--- src/rtl/lcd_pkg.sv ---
// Shared encodings for the character-LCD controller: write ops, wait classes,
// HD44780 command bytes and the FSM state types.
package lcd_pkg;

  typedef enum logic [1:0] {
    OP_CHAR  = 2'b00,
    OP_CLEAR = 2'b01,
    OP_GOTO  = 2'b10,
    OP_RSVD  = 2'b11
  } lcd_op_e;

  typedef enum logic [1:0] {
    W_CMD   = 2'd0,
    W_CLEAR = 2'd1,
    W_INIT  = 2'd2
  } lcd_wait_e;

  localparam logic [7:0] CMD_CLEAR    = 8'h01;
  localparam logic [7:0] CMD_ENTRY    = 8'h06;
  localparam logic [7:0] CMD_DISP_ON  = 8'h0C;
  localparam logic [7:0] CMD_WAKE     = 8'h30;
  localparam logic [7:0] CMD_SET4     = 8'h20;
  localparam logic [7:0] CMD_SET_ADDR = 8'h80;
  localparam logic [7:0] LINE1_BASE   = 8'h40;

  typedef enum logic [4:0] {
    S_IDLE, S_PWR_WAIT, S_WAKE1, S_WAKE2, S_WAKE3, S_SET4,
    S_FUNC_SET, S_ENTRY, S_DISP_ON, S_CLEAR, S_HOME_ADDR,
    S_READY, S_WRITE_CHAR, S_CLR_CMD, S_ADDR_CMD, S_WRAP_ADDR, S_DROP
  } lcd_state_e;

  typedef enum logic [2:0] {
    X_IDLE, X_SETUP, X_PULSE, X_HOLD, X_WAIT
  } lcd_xstate_e;

  // Down-counter reload value; a requested length of 0 still lasts one cycle.
  function automatic logic [31:0] cyc_load(input logic [31:0] n);
    return (n <= 32'd1) ? 32'd0 : n - 32'd1;
  endfunction

endpackage

--- src/rtl/lcd_xfer.sv ---
// Byte/nibble transfer engine: setup, enable pulse, hold, then a post-write
// wait; done pulses on the last wait cycle.
module lcd_xfer
  import lcd_pkg::*;
#(
  parameter int unsigned SETUP_CYC    = 2,
  parameter int unsigned E_CYC        = 12,
  parameter int unsigned CMD_CYC      = 2000,
  parameter int unsigned CLEAR_CYC    = 82000,
  parameter int unsigned INIT_GAP_CYC = 205000
) (
  input  logic        clk_i,
  input  logic        rst_ni,
  input  logic        go_i,
  input  logic [7:0]  byte_i,
  input  logic        rs_i,
  input  logic        nib_only_i,
  input  logic        bus4_i,
  input  lcd_wait_e   wait_sel_i,
  output logic [7:0]  lcd_db_o,
  output logic        lcd_e_o,
  output logic        lcd_rs_o,
  output logic        done_o,
  output lcd_xstate_e state_o
);

  lcd_xstate_e state_q, state_d;
  logic [31:0] cnt_q, cnt_d, wait_load;
  logic [7:0]  byte_q, byte_d, bus;
  logic        rs_q, rs_d, lo_q, lo_d, two_q, two_d, active;
  lcd_wait_e   wsel_q, wsel_d;

  always_ff @(posedge clk_i or negedge rst_ni) begin
    if (!rst_ni) begin
      state_q <= X_IDLE;
      cnt_q   <= '0;
      byte_q  <= '0;
      rs_q    <= 1'b0;
      lo_q    <= 1'b0;
      two_q   <= 1'b0;
      wsel_q  <= W_CMD;
    end else begin
      state_q <= state_d;
      cnt_q   <= cnt_d;
      byte_q  <= byte_d;
      rs_q    <= rs_d;
      lo_q    <= lo_d;
      two_q   <= two_d;
      wsel_q  <= wsel_d;
    end
  end

  always_comb begin
    unique case (wsel_q)
      W_CLEAR: wait_load = cyc_load(CLEAR_CYC);
      W_INIT:  wait_load = cyc_load(INIT_GAP_CYC);
      default: wait_load = cyc_load(CMD_CYC);
    endcase
  end

  always_comb begin
    state_d = state_q;
    cnt_d   = cnt_q;
    byte_d  = byte_q;
    rs_d    = rs_q;
    lo_d    = lo_q;
    two_d   = two_q;
    wsel_d  = wsel_q;
    done_o  = 1'b0;
    unique case (state_q)
      X_IDLE: if (go_i) begin
        state_d = X_SETUP;
        cnt_d   = cyc_load(SETUP_CYC);
        byte_d  = byte_i;
        rs_d    = rs_i;
        lo_d    = 1'b0;
        two_d   = bus4_i && !nib_only_i;
        wsel_d  = wait_sel_i;
      end
      X_SETUP: if (cnt_q == '0) begin
        state_d = X_PULSE;
        cnt_d   = cyc_load(E_CYC);
      end else cnt_d = cnt_q - 32'd1;
      X_PULSE: if (cnt_q == '0) begin
        state_d = X_HOLD;
        cnt_d   = cyc_load(E_CYC);
      end else cnt_d = cnt_q - 32'd1;
      // In 4-bit mode a full byte loops back once for its low nibble.
      X_HOLD: if (cnt_q == '0) begin
        if (two_q && !lo_q) begin
          lo_d    = 1'b1;
          state_d = X_SETUP;
          cnt_d   = cyc_load(SETUP_CYC);
        end else begin
          state_d = X_WAIT;
          cnt_d   = wait_load;
        end
      end else cnt_d = cnt_q - 32'd1;
      X_WAIT: if (cnt_q == '0) begin
        done_o  = 1'b1;
        state_d = X_IDLE;
      end else cnt_d = cnt_q - 32'd1;
      default: state_d = X_IDLE;
    endcase
  end

  assign bus      = bus4_i ? {(lo_q ? byte_q[3:0] : byte_q[7:4]), 4'h0} : byte_q;
  assign active   = (state_q == X_SETUP) || (state_q == X_PULSE) || (state_q == X_HOLD);
  assign lcd_db_o = active ? bus : 8'h00;
  assign lcd_rs_o = active && rs_q;
  assign lcd_e_o  = (state_q == X_PULSE);
  assign state_o  = state_q;

endmodule

--- src/rtl/lcd_char_ctrl.sv ---
// Character-LCD controller top: power-up/init sequencer, valid/ready write
// port and cursor tracking, all sharing one lcd_xfer engine.
module lcd_char_ctrl
  import lcd_pkg::*;
#(
  parameter int unsigned BUS4         = 0,
  parameter int unsigned NUM_LINES    = 2,
  parameter int unsigned LINE_LEN     = 16,
  parameter int unsigned POWERUP_CYC  = 750000,
  parameter int unsigned INIT_GAP_CYC = 205000,
  parameter int unsigned CMD_CYC      = 2000,
  parameter int unsigned CLEAR_CYC    = 82000,
  parameter int unsigned SETUP_CYC    = 2,
  parameter int unsigned E_CYC        = 12
) (
  input  logic        clk_i,
  input  logic        rst_ni,
  input  logic        start_i,
  input  logic        wr_valid_i,
  output logic        wr_ready_o,
  input  logic [1:0]  wr_op_i,
  input  logic [7:0]  wr_data_i,
  output logic        init_done_o,
  output logic        cur_line_o,
  output logic [5:0]  cur_col_o,
  output logic [7:0]  lcd_db_o,
  output logic        lcd_e_o,
  output logic        lcd_rs_o,
  output logic        lcd_rw_o,
  output lcd_state_e  dbg_state_o,
  output lcd_xstate_e dbg_xfer_state_o
);

  localparam logic [7:0] FUNC_SET_CMD = 8'h20 | ((BUS4 != 0) ? 8'h00 : 8'h10)
                                              | ((NUM_LINES == 2) ? 8'h08 : 8'h00);
  localparam logic [5:0] LAST_COL = 6'(LINE_LEN - 1);

  lcd_state_e  state_q, state_d;
  logic [31:0] pwr_q, pwr_d;
  logic        busy_q, busy_d, init_done_q, init_done_d, cur_line_q, cur_line_d;
  logic [5:0]  cur_col_q, cur_col_d, goto_col;
  logic [7:0]  data_q, data_d, x_byte;
  logic        goto_line, is_cmd, go, x_rs, x_nib, xfer_done;
  lcd_wait_e   x_wait;

  always_ff @(posedge clk_i or negedge rst_ni) begin
    if (!rst_ni) begin
      state_q     <= S_IDLE;
      pwr_q       <= '0;
      busy_q      <= 1'b0;
      init_done_q <= 1'b0;
      cur_line_q  <= 1'b0;
      cur_col_q   <= '0;
      data_q      <= '0;
    end else begin
      state_q     <= state_d;
      pwr_q       <= pwr_d;
      busy_q      <= busy_d;
      init_done_q <= init_done_d;
      cur_line_q  <= cur_line_d;
      cur_col_q   <= cur_col_d;
      data_q      <= data_d;
    end
  end

  assign goto_col  = (wr_data_i[5:0] > LAST_COL) ? LAST_COL : wr_data_i[5:0];
  assign goto_line = wr_data_i[7] && (NUM_LINES == 2);

  // Byte, register select and wait class for whichever state owns the engine.
  always_comb begin
    is_cmd = 1'b1;
    x_byte = 8'h00;
    x_rs   = 1'b0;
    x_nib  = 1'b0;
    x_wait = W_CMD;
    unique case (state_q)
      S_WAKE1, S_WAKE2: begin x_byte = CMD_WAKE; x_nib = 1'b1; x_wait = W_INIT; end
      S_WAKE3:          begin x_byte = CMD_WAKE; x_nib = 1'b1; end
      S_SET4:           begin x_byte = CMD_SET4; x_nib = 1'b1; end
      S_FUNC_SET:       x_byte = FUNC_SET_CMD;
      S_ENTRY:          x_byte = CMD_ENTRY;
      S_DISP_ON:        x_byte = CMD_DISP_ON;
      S_CLEAR, S_CLR_CMD: begin x_byte = CMD_CLEAR; x_wait = W_CLEAR; end
      S_HOME_ADDR:      x_byte = CMD_SET_ADDR;
      S_WRITE_CHAR:     begin x_byte = data_q; x_rs = 1'b1; end
      S_ADDR_CMD:       x_byte = data_q;
      S_WRAP_ADDR:      x_byte = CMD_SET_ADDR | (cur_line_q ? LINE1_BASE : 8'h00);
      default:          is_cmd = 1'b0;
    endcase
  end

  assign go = is_cmd && !busy_q;

  always_comb begin
    state_d     = state_q;
    pwr_d       = pwr_q;
    busy_d      = busy_q;
    init_done_d = init_done_q;
    cur_line_d  = cur_line_q;
    cur_col_d   = cur_col_q;
    data_d      = data_q;
    if (go)        busy_d = 1'b1;
    if (xfer_done) busy_d = 1'b0;
    unique case (state_q)
      S_IDLE: if (start_i) begin
        state_d = S_PWR_WAIT;
        pwr_d   = cyc_load(POWERUP_CYC);
      end
      S_PWR_WAIT: if (pwr_q == '0) state_d = S_WAKE1;
                  else pwr_d = pwr_q - 32'd1;
      S_WAKE1:    if (xfer_done) state_d = S_WAKE2;
      S_WAKE2:    if (xfer_done) state_d = S_WAKE3;
      S_WAKE3:    if (xfer_done) state_d = (BUS4 != 0) ? S_SET4 : S_FUNC_SET;
      S_SET4:     if (xfer_done) state_d = S_FUNC_SET;
      S_FUNC_SET: if (xfer_done) state_d = S_ENTRY;
      S_ENTRY:    if (xfer_done) state_d = S_DISP_ON;
      S_DISP_ON:  if (xfer_done) state_d = S_CLEAR;
      S_CLEAR:    if (xfer_done) state_d = S_HOME_ADDR;
      S_HOME_ADDR: if (xfer_done) begin
        state_d     = S_READY;
        init_done_d = 1'b1;
        cur_line_d  = 1'b0;
        cur_col_d   = '0;
      end
      // A goto latches the finished set-address byte; its cursor lives in [6] and [5:0].
      S_READY: if (wr_valid_i) begin
        unique case (wr_op_i)
          OP_CHAR:  begin data_d = wr_data_i; state_d = S_WRITE_CHAR; end
          OP_CLEAR: state_d = S_CLR_CMD;
          OP_GOTO:  begin
            data_d  = CMD_SET_ADDR | (goto_line ? LINE1_BASE : 8'h00) | {2'b00, goto_col};
            state_d = S_ADDR_CMD;
          end
          default:  state_d = S_DROP;
        endcase
      end
      S_WRITE_CHAR: if (xfer_done) begin
        if (cur_col_q == LAST_COL) begin
          cur_col_d  = '0;
          cur_line_d = (NUM_LINES == 2) ? ~cur_line_q : 1'b0;
          state_d    = S_WRAP_ADDR;
        end else begin
          cur_col_d = cur_col_q + 6'd1;
          state_d   = S_READY;
        end
      end
      S_CLR_CMD: if (xfer_done) begin
        cur_line_d = 1'b0;
        cur_col_d  = '0;
        state_d    = S_READY;
      end
      S_ADDR_CMD: if (xfer_done) begin
        cur_line_d = data_q[6];
        cur_col_d  = data_q[5:0];
        state_d    = S_READY;
      end
      S_WRAP_ADDR: if (xfer_done) state_d = S_READY;
      S_DROP:      state_d = S_READY;
      default:     state_d = S_IDLE;
    endcase
  end

  lcd_xfer #(
    .SETUP_CYC(SETUP_CYC), .E_CYC(E_CYC), .CMD_CYC(CMD_CYC),
    .CLEAR_CYC(CLEAR_CYC), .INIT_GAP_CYC(INIT_GAP_CYC)
  ) u_xfer (
    .clk_i      (clk_i),
    .rst_ni     (rst_ni),
    .go_i       (go),
    .byte_i     (x_byte),
    .rs_i       (x_rs),
    .nib_only_i (x_nib),
    .bus4_i     (BUS4 != 0),
    .wait_sel_i (x_wait),
    .lcd_db_o   (lcd_db_o),
    .lcd_e_o    (lcd_e_o),
    .lcd_rs_o   (lcd_rs_o),
    .done_o     (xfer_done),
    .state_o    (dbg_xfer_state_o)
  );

  assign wr_ready_o  = (state_q == S_READY);
  assign init_done_o = init_done_q;
  assign cur_line_o  = cur_line_q;
  assign cur_col_o   = cur_col_q;
  assign lcd_rw_o    = 1'b0;
  assign dbg_state_o = state_q;

endmodule
--- config.mk ---
export PLATFORM = sky130hd
export DESIGN_NAME = lcd_char_ctrl
export DESIGN_NICKNAME = d
export VERILOG_FILES = /design/src/rtl/lcd_pkg.sv /design/src/rtl/lcd_xfer.sv /design/src/rtl/lcd_char_ctrl.sv
export SDC_FILE = /design/constraint.sdc
export NUM_CORES = 1
export LEC_CHECK = 0
export BUFFER_PORTS_ARGS = -buffer_cell sky130_fd_sc_hd__buf_2
export CAP_MARGIN = 10
export CORE_AREA = 2 2 113 115
export CTS_CLUSTER_DIAMETER = 150
export CTS_CLUSTER_SIZE = 12
export DETAILED_ROUTE_END_ITERATION = 16
export DIE_AREA = 0 0 115 117
export PLACE_DENSITY = 0.75
export RECOVER_POWER = 25
export SETUP_SLACK_MARGIN = 0.02
export SYNTH_ARGS = -nofsm -noshare
export SYNTH_HDL_FRONTEND = slang
export SYNTH_HIERARCHICAL = 1
export SYNTH_SLANG_ARGS = --single-unit
--- constraint.sdc ---
create_clock -name clk_i -period 3.9 [get_ports clk_i]
set_input_delay 0.195 -clock clk_i [delete_from_list [all_inputs] [get_ports clk_i]]
set_output_delay 0.195 -clock clk_i [all_outputs]
set_load 0.01 [all_outputs]
==> metrics, run 1 <==
CP delay by family, top=simple AND/OR/NAND/NOR gates; Clk Latency, worst-skew pair=360 ps; dpl cell area=~6500 um2; Buf/Inv on CP=0; most common library cell in the layout ignoring fill and taps=dfrtp_1; Leakage Power=just under 3 nW; Max-Slew Margin vs Limit=-14.04%; commonest cells after routing, fill and taps aside=102 x dfrtp_1, 66 x nor2_1, 55 x a21oi_1; Fin. Hold Viols=0; routability cong.=0.8979; Chip Width=about 120 um; Final Instance Area=6860 um2; IO Port Bufs=40; CTS tree=yes; post-route DRC violation count=0; Total Wirelength=15650 um; Ys Warns=6; PnR Total Power=2.127 mW; Post-synth EDFFs=0; crit start category=flip-flop; multi-input logic area=approximately 3400 um2; area grow syn2layout=10.46%; vias in the first global route=5360; WS Path Type=flip-flop to flip-flop; Max FO, Critical Path=11; Post-Route Setup TNS=0 ps; P per Cell Area=310.1 nW/um2; clk sinks=102; row cnt=41; post-synthesis cell type count=75; WP data required=just over 4000 ps; DR vias=around 5700; Avg Cell Area, Syn=8.711 um2; core box area=12310 um2; clock edge transition at the registers on the reported setup and hold paths=70 ps; initial core utilization=50.45%; worst path cell trace=or4_1, and4b_1, nand3_1, nor2_1, o221ai_1, a21oi_2, mux2_1; Final Max Tran Viols=between 60 and 70; Clock Skew=12.90 ps; RSZ-0062 raised after global routing=false; Post-Synthesis Cells=between 700 and 800; # setup viols final=0; initial antenna violation count=0; final worst slack=681.3 ps; CP max stage delay=between 600 and 700 ps; DIE AREA=13460 um2; Worst-Margin Slew=1711 ps; failing checks=max-capacitance violations, max-slew violations; Max Fclk=310.7 MHz; largest net degree at the start of global routing=68; TritonCTS Buffers=9; Remaining Overflow, GRT=0; layout cells sized above 1=11.65%; I/O pins=42; number of diodes=0; register area share after synthesis=41.10%; Via density=6.327; crit path DAT=3450 ps; outcome=complete, but fails checks; register area=2552 um2; Post-CTS Resized=0; first-pass GRT wire length=26010 um; Synth Register Bits=102; slowest cell on the critical path=or4_1; drt pass-1 iters=5; HPWL Detailed=around 11000 um; Main synth FF type=dfrtp_1; Tmin final=about 3200 ps; Die Y=117 um; hold crit path type=input port to flip-flop; nets@finish=765; Syn Std Cell Area=approximately 6200 um2; Critical Path End Type=flip-flop; fill count=between 1000 and 1500; CTS Root Cell=clkbuf_16; Worst VDD drop=0.0002656 V; Final period util=82.53%; Post-DRT Antenna Nets=0; final hold slack=just over 90 ps; H-tree depth=3; maximum root-to-sink buffer count=2; routed len/inst=17.45 um; total track usage=between 20% and 30%; max cap viols=1; worst slack at placement=approximately 760 ps; initial drt markers=428; async set or reset register ratio after synthesis=100.0%
[repair_timing]
| item | 4_1_cts | 5_1_grt |
|---|---|---|
| hold buffers | 1 | 0 |
| setup endpoints to repair | 0 | 0 |
| setup buffers | 0 | 0 |
| endpoints found under the hold margin | 66 | 0 |
[state kept, by name (all words and copies together) (netlist names), 2 cells and up]
| register | count |
|---|---|
| u_xfer/byte_q | 8 |
| u_xfer/wsel_q | 2 |
| u_xfer/state_o | 3 |
| pwr_q | 32 |
| data_q | 8 |
| u_xfer/cnt_q | 32 |
| cur_col_o | 6 |
| dbg_state_o | 5 |
[layout make-up]
type | instances | area share [%]
inverters | 17 | 0.9301
repair buffers | 53 | 4.231
multi-input cells | 560 | 50.01
clock buffers | 10 | 3.338
clock inverters | 5 | 1.550
flip-flops and latches | 102 | 37.21
well taps | 150 | 2.736
[cell usage after synthesis, types with 10 or more instances]
cell,instances,share of area (%)
mux2i_1,11,1.8
o31ai_1,13,1.6
dfrtp_1,102,41
o21ai_0,50,4.0
nor2_1,66,4.0
nand2_1,52,3.1
nor3_1,33,2.7
or4_1,16,1.9
nor4_1,19,1.9
a21oi_1,55,4.4
nand3_1,22,1.8
nor2b_1,10,1.0
clkbuf_1,26,1.6
or3_1,18,1.8
a31oi_1,21,2.1
inv_1,16,0.97
nand2b_1,13,1.3
[metal layers]
layer / GRT usage, % / share of wire [%] / vias up
met5: 0 / 0 / -
met4: 8.353 / 1.7 / 0
met3: 5.149 / 5.7 / 27
met2: 40.04 / 49 / 191
met1: 31.18 / 43 / 2740
li1: - / - / 2717
[worst paths after layout]
path,start,endpoint,cells after the start,slack [ps]
setup / recovery,u_xfer/cnt_q[8]$_DFFE_PN0P_,dbg_state_o[3]$_DFFE_PN0P_,7,680
hold / removal,wr_data_i[2],data_q[2]$_DFFE_PN0P_,3,90
setup reg to reg,u_xfer/cnt_q[8]$_DFFE_PN0P_,dbg_state_o[3]$_DFFE_PN0P_,7,680
hold reg to reg,pwr_q[10]$_DFFE_PN0P_,pwr_q[10]$_DFFE_PN0P_,1,470
max in group asynchronous,rst_ni,data_q[5]$_DFFE_PN0P_,3,1760
min in group asynchronous,rst_ni,u_xfer/cnt_q[12]$_DFFE_PN0P_,2,830
[kinds of logic (layout without fill, tap and decap cells)]
family | after synthesis | in the layout | synth area share, %
AOI/OAI and AO/OA | 202 | 202 | 20.45
xor gates and xnor gates | 9 | 9 | 1.269
adders and majority gates | 8 | 8 | 1.612
buffers and inverters | 58 | 85 | 4.089
DFF | 102 | 102 | 41.10
muxes | 22 | 22 | 3.767
other | 1 | 8 | 0.06038
and+or+nand+nor | 311 | 311 | 27.66
[per-stage QoR]
stage	cells	util (%)
after floorplan	720	-
after global placement	881	53.02
after detailed placement	881	53.02
after CTS	897	55.82
after global routing	897	55.72
final	897	55.72
[worst reg2reg max path: cells and delay by family (launching register included)]
| family | cells | cell delay, ps |
|---|---|---|
| and+or+nand+nor | 4 | 1800 |
| muxes | 1 | 340 |
| DFF | 1 | 430 |
| AOI/OAI and AO/OA | 2 | 520 |
[where the power goes]
part           switching [mW]  internal, mW
combinational          0.0307        0.0106
clock                   0.393         0.626
sequential            0.00483          1.06
No activity file was read; power rests on OpenSTA's default activity.
==> run 2, diff against run 1 <==
--- a/config.mk
+++ b/config.mk
@@ -12,7 +12,7 @@
 export CTS_CLUSTER_SIZE = 12
 export DETAILED_ROUTE_END_ITERATION = 16
 export DIE_AREA = 0 0 115 117
-export PLACE_DENSITY = 0.75
+export PLACE_DENSITY = 0.78
 export RECOVER_POWER = 25
 export SETUP_SLACK_MARGIN = 0.02
 export SYNTH_ARGS = -nofsm -noshare
==> constraint.sdc (replaced) <==
create_clock -name clk_i -period 2.6 [get_ports clk_i]
set_input_delay 0.13 -clock clk_i [delete_from_list [all_inputs] [get_ports clk_i]]
set_output_delay 0.13 -clock clk_i [all_outputs]
set_load 0.01 [all_outputs]
==> metrics, run 2 (synthesis results as in run 1) <==
outcome=complete, but fails checks; failing checks=max-capacitance violations, max-slew violations; Remaining Overflow, GRT=0 (unchanged); Final Max Tran Viols=63 (-7.4%); layout cells sized above 1=18.84% (+7.2 points); CTS tree=yes; CP delay by family, top=simple AND/OR/NAND/NOR gates; initial antenna violation count=0 (unchanged); Leakage Power=3.198 nW (+8.5%); maximum root-to-sink buffer count=2 (unchanged); WP data required=2840 ps (-1300 ps); Worst VDD drop=0.0004277 V (+61%); largest net degree at the start of global routing=63 (-7.4%); worst path cell trace=or4_4, or3_4, or4_4, a21oi_4, mux2_1; Post-DRT Antenna Nets=0 (unchanged); crit path DAT=2770 ps (-680 ps); Worst-Margin Slew=1587 ps (-124.0 ps); drt pass-1 iters=4 (-1); routed len/inst=16.99 um (-2.6%); post-route DRC violation count=0 (unchanged); Critical Path End Type=flip-flop; Clock Skew=8.822 ps (-4.078 ps); P per Cell Area=405.7 nW/um2 (+31%); Max Fclk=393.8 MHz (+27%); initial core utilization=50.45% (unchanged); top flop regs=pwr_q: 32 flops, u_xfer/cnt_q: 32 flops; DR vias=5940 (+4.7%); final hold slack=17.44 ps (-73.90 ps); # setup viols final=0 (unchanged); fill count=1058 (-4.5%); Total Wirelength=16070 um (+2.7%); vias in the first global route=5650 (+5.4%); Hold Path Depth=3 (unchanged); most common library cell in the layout ignoring fill and taps=dfrtp_1; R2R depth=5 (-2); WS Path Type=flip-flop to flip-flop; CTS Root Cell=clkbuf_16; clk sinks=102 (unchanged); H-tree depth=3 (unchanged); max cap viols=1 (unchanged); hold crit path type=input port to flip-flop; slowest cell on the critical path=or4_4; WP depth=5 (-2); IO Port Bufs=40 (unchanged); worst slack at placement=-8.102 ps (-767.2 ps); initial drt markers=431 (+0.70%); fin util=58.89% (+3.2 points); CP most frequent cell=or4_4; routability cong.=0.9063 (+0.94%); Fin. Hold Viols=0 (unchanged); Buf/Inv on CP=0 (unchanged); number of diodes=0 (unchanged); Final period util=97.66% (+15 points); crit start category=flip-flop; first-pass GRT wire length=26800 um (+3.0%); Inst Count DP=926 (+5.1%); Die Y=117 um (unchanged); final worst slack=60.85 ps (-620.5 ps); nets@finish=814 (+6.4%); multi-input logic area=3495 um2 (+1.9%); TritonCTS Buffers=9 (unchanged); Via density=6.279 (-0.75%); core box area=12310 um2 (unchanged); dpl cell area=6884 um2 (+5.5%); register area=2552 um2 (unchanged); Tmin final=2539 ps (-679.5 ps); Clk Latency, worst-skew pair=350 ps (about the same); Final Instance Area=7251 um2 (+5.7%); RSZ-0062 raised after global routing=true; Max-Slew Margin vs Limit=-5.773% (+8.3 points); HPWL Detailed=11470 um (+5.0%); Finished Layout Cells=946 (+5.5%); CP max stage delay=560 ps (-80 ps); I/O pins=42 (unchanged); Max FO, Critical Path=4 (-7); DIE AREA=13460 um2 (unchanged); clock edge transition at the registers on the reported setup and hold paths=70 ps (about the same); row cnt=41 (unchanged); commonest cells after routing, fill and taps aside=102 x dfrtp_1, 65 x nor2_1, 59 x buf_4; Chip Width=115 um (unchanged); total track usage=24.66% (+0.64 points); area grow syn2layout=16.74%
==> run 2: tightest hold or removal path, cell delays in order <==
cell     delay (ps)
buf_2            70
o21ai_0          60
o21ai_0          70
==> run 2: layer usage <==
layer | GRT usage (%) | up-vias | share of wire (%)
met5 | 0 | - | 0
met4 | 6.908 | 0 | 1.5
met3 | 5.098 | 28 | 5.0
met2 | 42.55 | 182 | 51
met1 | 31.65 | 2917 | 42
li1 | - | 2813 | -
==> run 2: repair_timing <==
| action | CTS | global route |
|---|---|---|
| endpoints found under the hold margin | 60 | 0 |
| endpoints found under the setup margin | 1 | 15 |
| gates resized for setup | 2 | 11 |
| hold buffers | 1 | 0 |
| buffers inserted | 0 | 4 |
| pin swaps | 0 | 3 |
==> run 2: worst paths after layout <==
check | endpoint | slack, ps | startpoint
max | dbg_state_o[3]$_DFFE_PN0P_ | 60 | pwr_q[21]$_DFFE_PN0P_
min | data_q[2]$_DFFE_PN0P_ | 20 | wr_data_i[2]
max reg2reg | dbg_state_o[3]$_DFFE_PN0P_ | 60 | pwr_q[21]$_DFFE_PN0P_
min reg2reg | pwr_q[10]$_DFFE_PN0P_ | 500 | pwr_q[10]$_DFFE_PN0P_
max in group asynchronous | pwr_q[8]$_DFFE_PN0P_ | 740 | rst_ni
min in group asynchronous | u_xfer/cnt_q[21]$_DFFE_PN0P_ | 710 | rst_ni
==> run 2: through the flow <==
stage | power (mW) | TNS (ps)
finish | 2.941 | 0
global route | 3.041 | 0
CTS | 2.975 | 0
detailed placement | 1.694 | -8.102
global placement | 1.692 | 0
floorplan | 1.642 | 0
==> run 2: final cells by class <==
type,instances,area share (%)
Clock buffer,11,3.348
Clock inverter,4,0.4314
Sequential cell,102,35.20
Tap cell,150,2.588
Multi-Input combinational cell,560,48.20
Timing Repair Buffer,102,9.353
Inverter,17,0.8801
==> run 2: power breakdown <==
group	total, mW	switching, mW	internal, mW
Combinational	0.0638	0.0469	0.0169
Sequential	1.60	0.00642	1.59
Clock	1.28	0.601	0.678
Total	2.94	0.654	2.29
==> run 3, diff against run 2 <==
--- a/config.mk
+++ b/config.mk
@@ -12,7 +12,7 @@
 export CTS_CLUSTER_SIZE = 12
 export DETAILED_ROUTE_END_ITERATION = 16
 export DIE_AREA = 0 0 115 117
-export PLACE_DENSITY = 0.78
+export PLACE_DENSITY = 0.72
 export RECOVER_POWER = 25
 export SETUP_SLACK_MARGIN = 0.02
 export SYNTH_ARGS = -nofsm -noshare
==> metrics, run 3 (synthesis results as in run 1) <==
outcome=completed; Worst VDD drop=0.0005141 V (+20%); top flop regs=pwr_q: 32 flops, u_xfer/cnt_q: 32 flops; dpl cell area=6892 um2 (+0.11%); register area=2554 um2 (about the same); CTS tree=yes; hold crit path type=input port to flip-flop; drt pass-1 iters=5 (+1); clock edge transition at the registers on the reported setup and hold paths=70 ps (about the same); Worst-Margin Slew=1372 ps (-214.7 ps); total track usage=24.63% (-0.030 points); Reg2Reg Setup Slack=70 ps (about the same); Total Wirelength=16140 um (+0.43%); Buf/Inv on CP=1 (+1); Tmin final=2532 ps (-6.741 ps); crit path DAT=2760 ps (about the same); area grow syn2layout=16.98%; routed len/inst=17.05 um (+0.32%); crit start category=flip-flop; CP max stage delay=600 ps (+40 ps); Final period util=97.40% (-0.26 points); IO Port Bufs=40 (unchanged); routability cong.=0.9445 (+4.2%); nets@finish=814 (unchanged); largest net degree at the start of global routing=53 (-16%); Critical Path End Type=flip-flop; maximum root-to-sink buffer count=2 (unchanged); worst slack at placement=-48.87 ps (-40.77 ps); clk sinks=102 (unchanged); vias in the first global route=5394 (-4.5%); Final Instance Area=7266 um2 (+0.21%); Max Fclk=394.9 MHz (+0.27%); initial antenna violation count=0 (unchanged); Chip Width=115 um (unchanged); TritonCTS Buffers=9 (unchanged); Die Y=117 um (unchanged); Max-Slew Margin vs Limit=8.539% (+14 points); # setup viols final=0 (unchanged); PnR Total Power=3.004 mW (+2.1%); CTS Root Cell=clkbuf_16; Max FO, Critical Path=8 (+4); first-pass GRT wire length=26410 um (-1.4%); CP most frequent cell=o21ai_0; final worst slack=67.59 ps (+6.741 ps); Clk Latency, worst-skew pair=350 ps (about the same); Leakage Power=3.171 nW (-0.85%); HPWL Detailed=11390 um (-0.68%); Fin. Hold Viols=0 (unchanged); post-route DRC violation count=0 (unchanged); Post-DRT Antenna Nets=0 (unchanged); I/O pins=42 (unchanged); Clock Skew=8.525 ps (-0.2970 ps); number of diodes=0 (unchanged); Via density=6.228 (-0.81%); multi-input logic area=3512 um2 (+0.50%); P per Cell Area=413.5 nW/um2 (+1.9%); row cnt=41 (unchanged); WS Path Type=flip-flop to flip-flop; worst path cell trace=or4_4, or3_4, buf_4, nor4_2, a21oi_1, o21ai_0, o21ai_0; most common library cell in the layout ignoring fill and taps=dfrtp_1; fill count=1047 (-1.0%); H-tree depth=3 (unchanged); Remaining Overflow, GRT=0 (unchanged); WP data required=2820 ps (-20 ps); slowest cell on the critical path=or4_4; initial drt markers=519 (+20%); Final Max Tran Viols=0 (-100%); RSZ-0062 raised after global routing=true; layout cells sized above 1=18.70% (-0.15 points); max cap viols=0 (-1); CP delay by family, top=simple AND/OR/NAND/NOR gates; initial core utilization=50.45% (unchanged); DR vias=5898 (-0.71%); DIE AREA=13460 um2 (unchanged); commonest cells after routing, fill and taps aside=101 x dfrtp_1, 66 x nor2_1, 59 x buf_4; core box area=12310 um2 (unchanged)
[run 3: changes by cell type in the layout (fill, tap and decap cells not counted), moves of 2 or more]
cell and change:
clkbuf_1 +4, a211oi_1 +2, a211oi_2 -2, a21oi_2 +2, and4b_1 -2, and4b_2 +2
buf_2 -2, inv_6 -2, nor3_2 -2, or4_1 -2, or4_4 +2
[run 3: path summary, 6_finish.rpt]
check,depth (start not counted),end,from
worst max-delay path,7,u_xfer/cnt_q[29]$_DFFE_PN0P_,u_xfer/cnt_q[2]$_DFFE_PN0P_
worst min register to register,1,pwr_q[10]$_DFFE_PN0P_,pwr_q[10]$_DFFE_PN0P_
worst max register to register,7,u_xfer/cnt_q[29]$_DFFE_PN0P_,u_xfer/cnt_q[2]$_DFFE_PN0P_
min in group asynchronous,2,u_xfer/cnt_q[25]$_DFFE_PN0P_,rst_ni
worst min-delay path,3,data_q[2]$_DFFE_PN0P_,wr_data_i[2]
max in group asynchronous,3,data_q[7]$_DFFE_PN0P_,rst_ni
[run 3: worst min-delay path, delay by kind of cell]
kind                   cells  cell delay, ps
buffers and inverters      1              80
AO/OA/AOI/OAI              2             140
[run 3: cell type report]
type                            count  area share, %
Clock buffer                       12          3.255
Tap cell                          150          2.583
Timing Repair Buffer              101          9.144
Inverter                           17         0.8783
Clock inverter                      4         0.6544
Sequential cell                   102          35.15
Multi-Input combinational cell    561          48.34
[run 3: where the power goes]
part / internal (mW) / switching, mW / leakage [nW]
sequential: 1.59 / 0.00727 / 1.30
clock: 0.745 / 0.594 / 0.137
combinational: 0.0181 / 0.0470 / 1.74
[run 3: timing repair]
action | in CTS | in global routing
endpoints found under the setup margin | 12 | 23
gates cloned | 0 | 1
gates resized for setup | 2 | 15
hold endpoints to repair | 50 | 0
setup buffers | 0 | 2
hold buffers | 1 | 0
pin swaps | 0 | 1
[run 3: per-stage QoR]
stage / hold slack [ps] / utilization (%) / instances / setup TNS (ps)
global route: 33.76 / 59.01 / 947 / -20.87
detailed placement: 221.9 / 55.98 / 927 / -139.4
finish: 24.44 / 59.01 / 947 / 0
global placement: 221.3 / 55.98 / 927 / 0
CTS: 10.90 / 58.47 / 944 / 0
floorplan: -165.6 / - / 720 / 0
[run 3: per-layer routing]
layer	track usage, %	vias to the layer above	share of wire, %	routed length, um
li1	-	2811	-	-
met1	32.96	2855	44	7088
met2	39.49	205	48	7809
met3	6.591	27	6.0	974
met4	7.390	0	1.7	271
met5	0	-	0	0
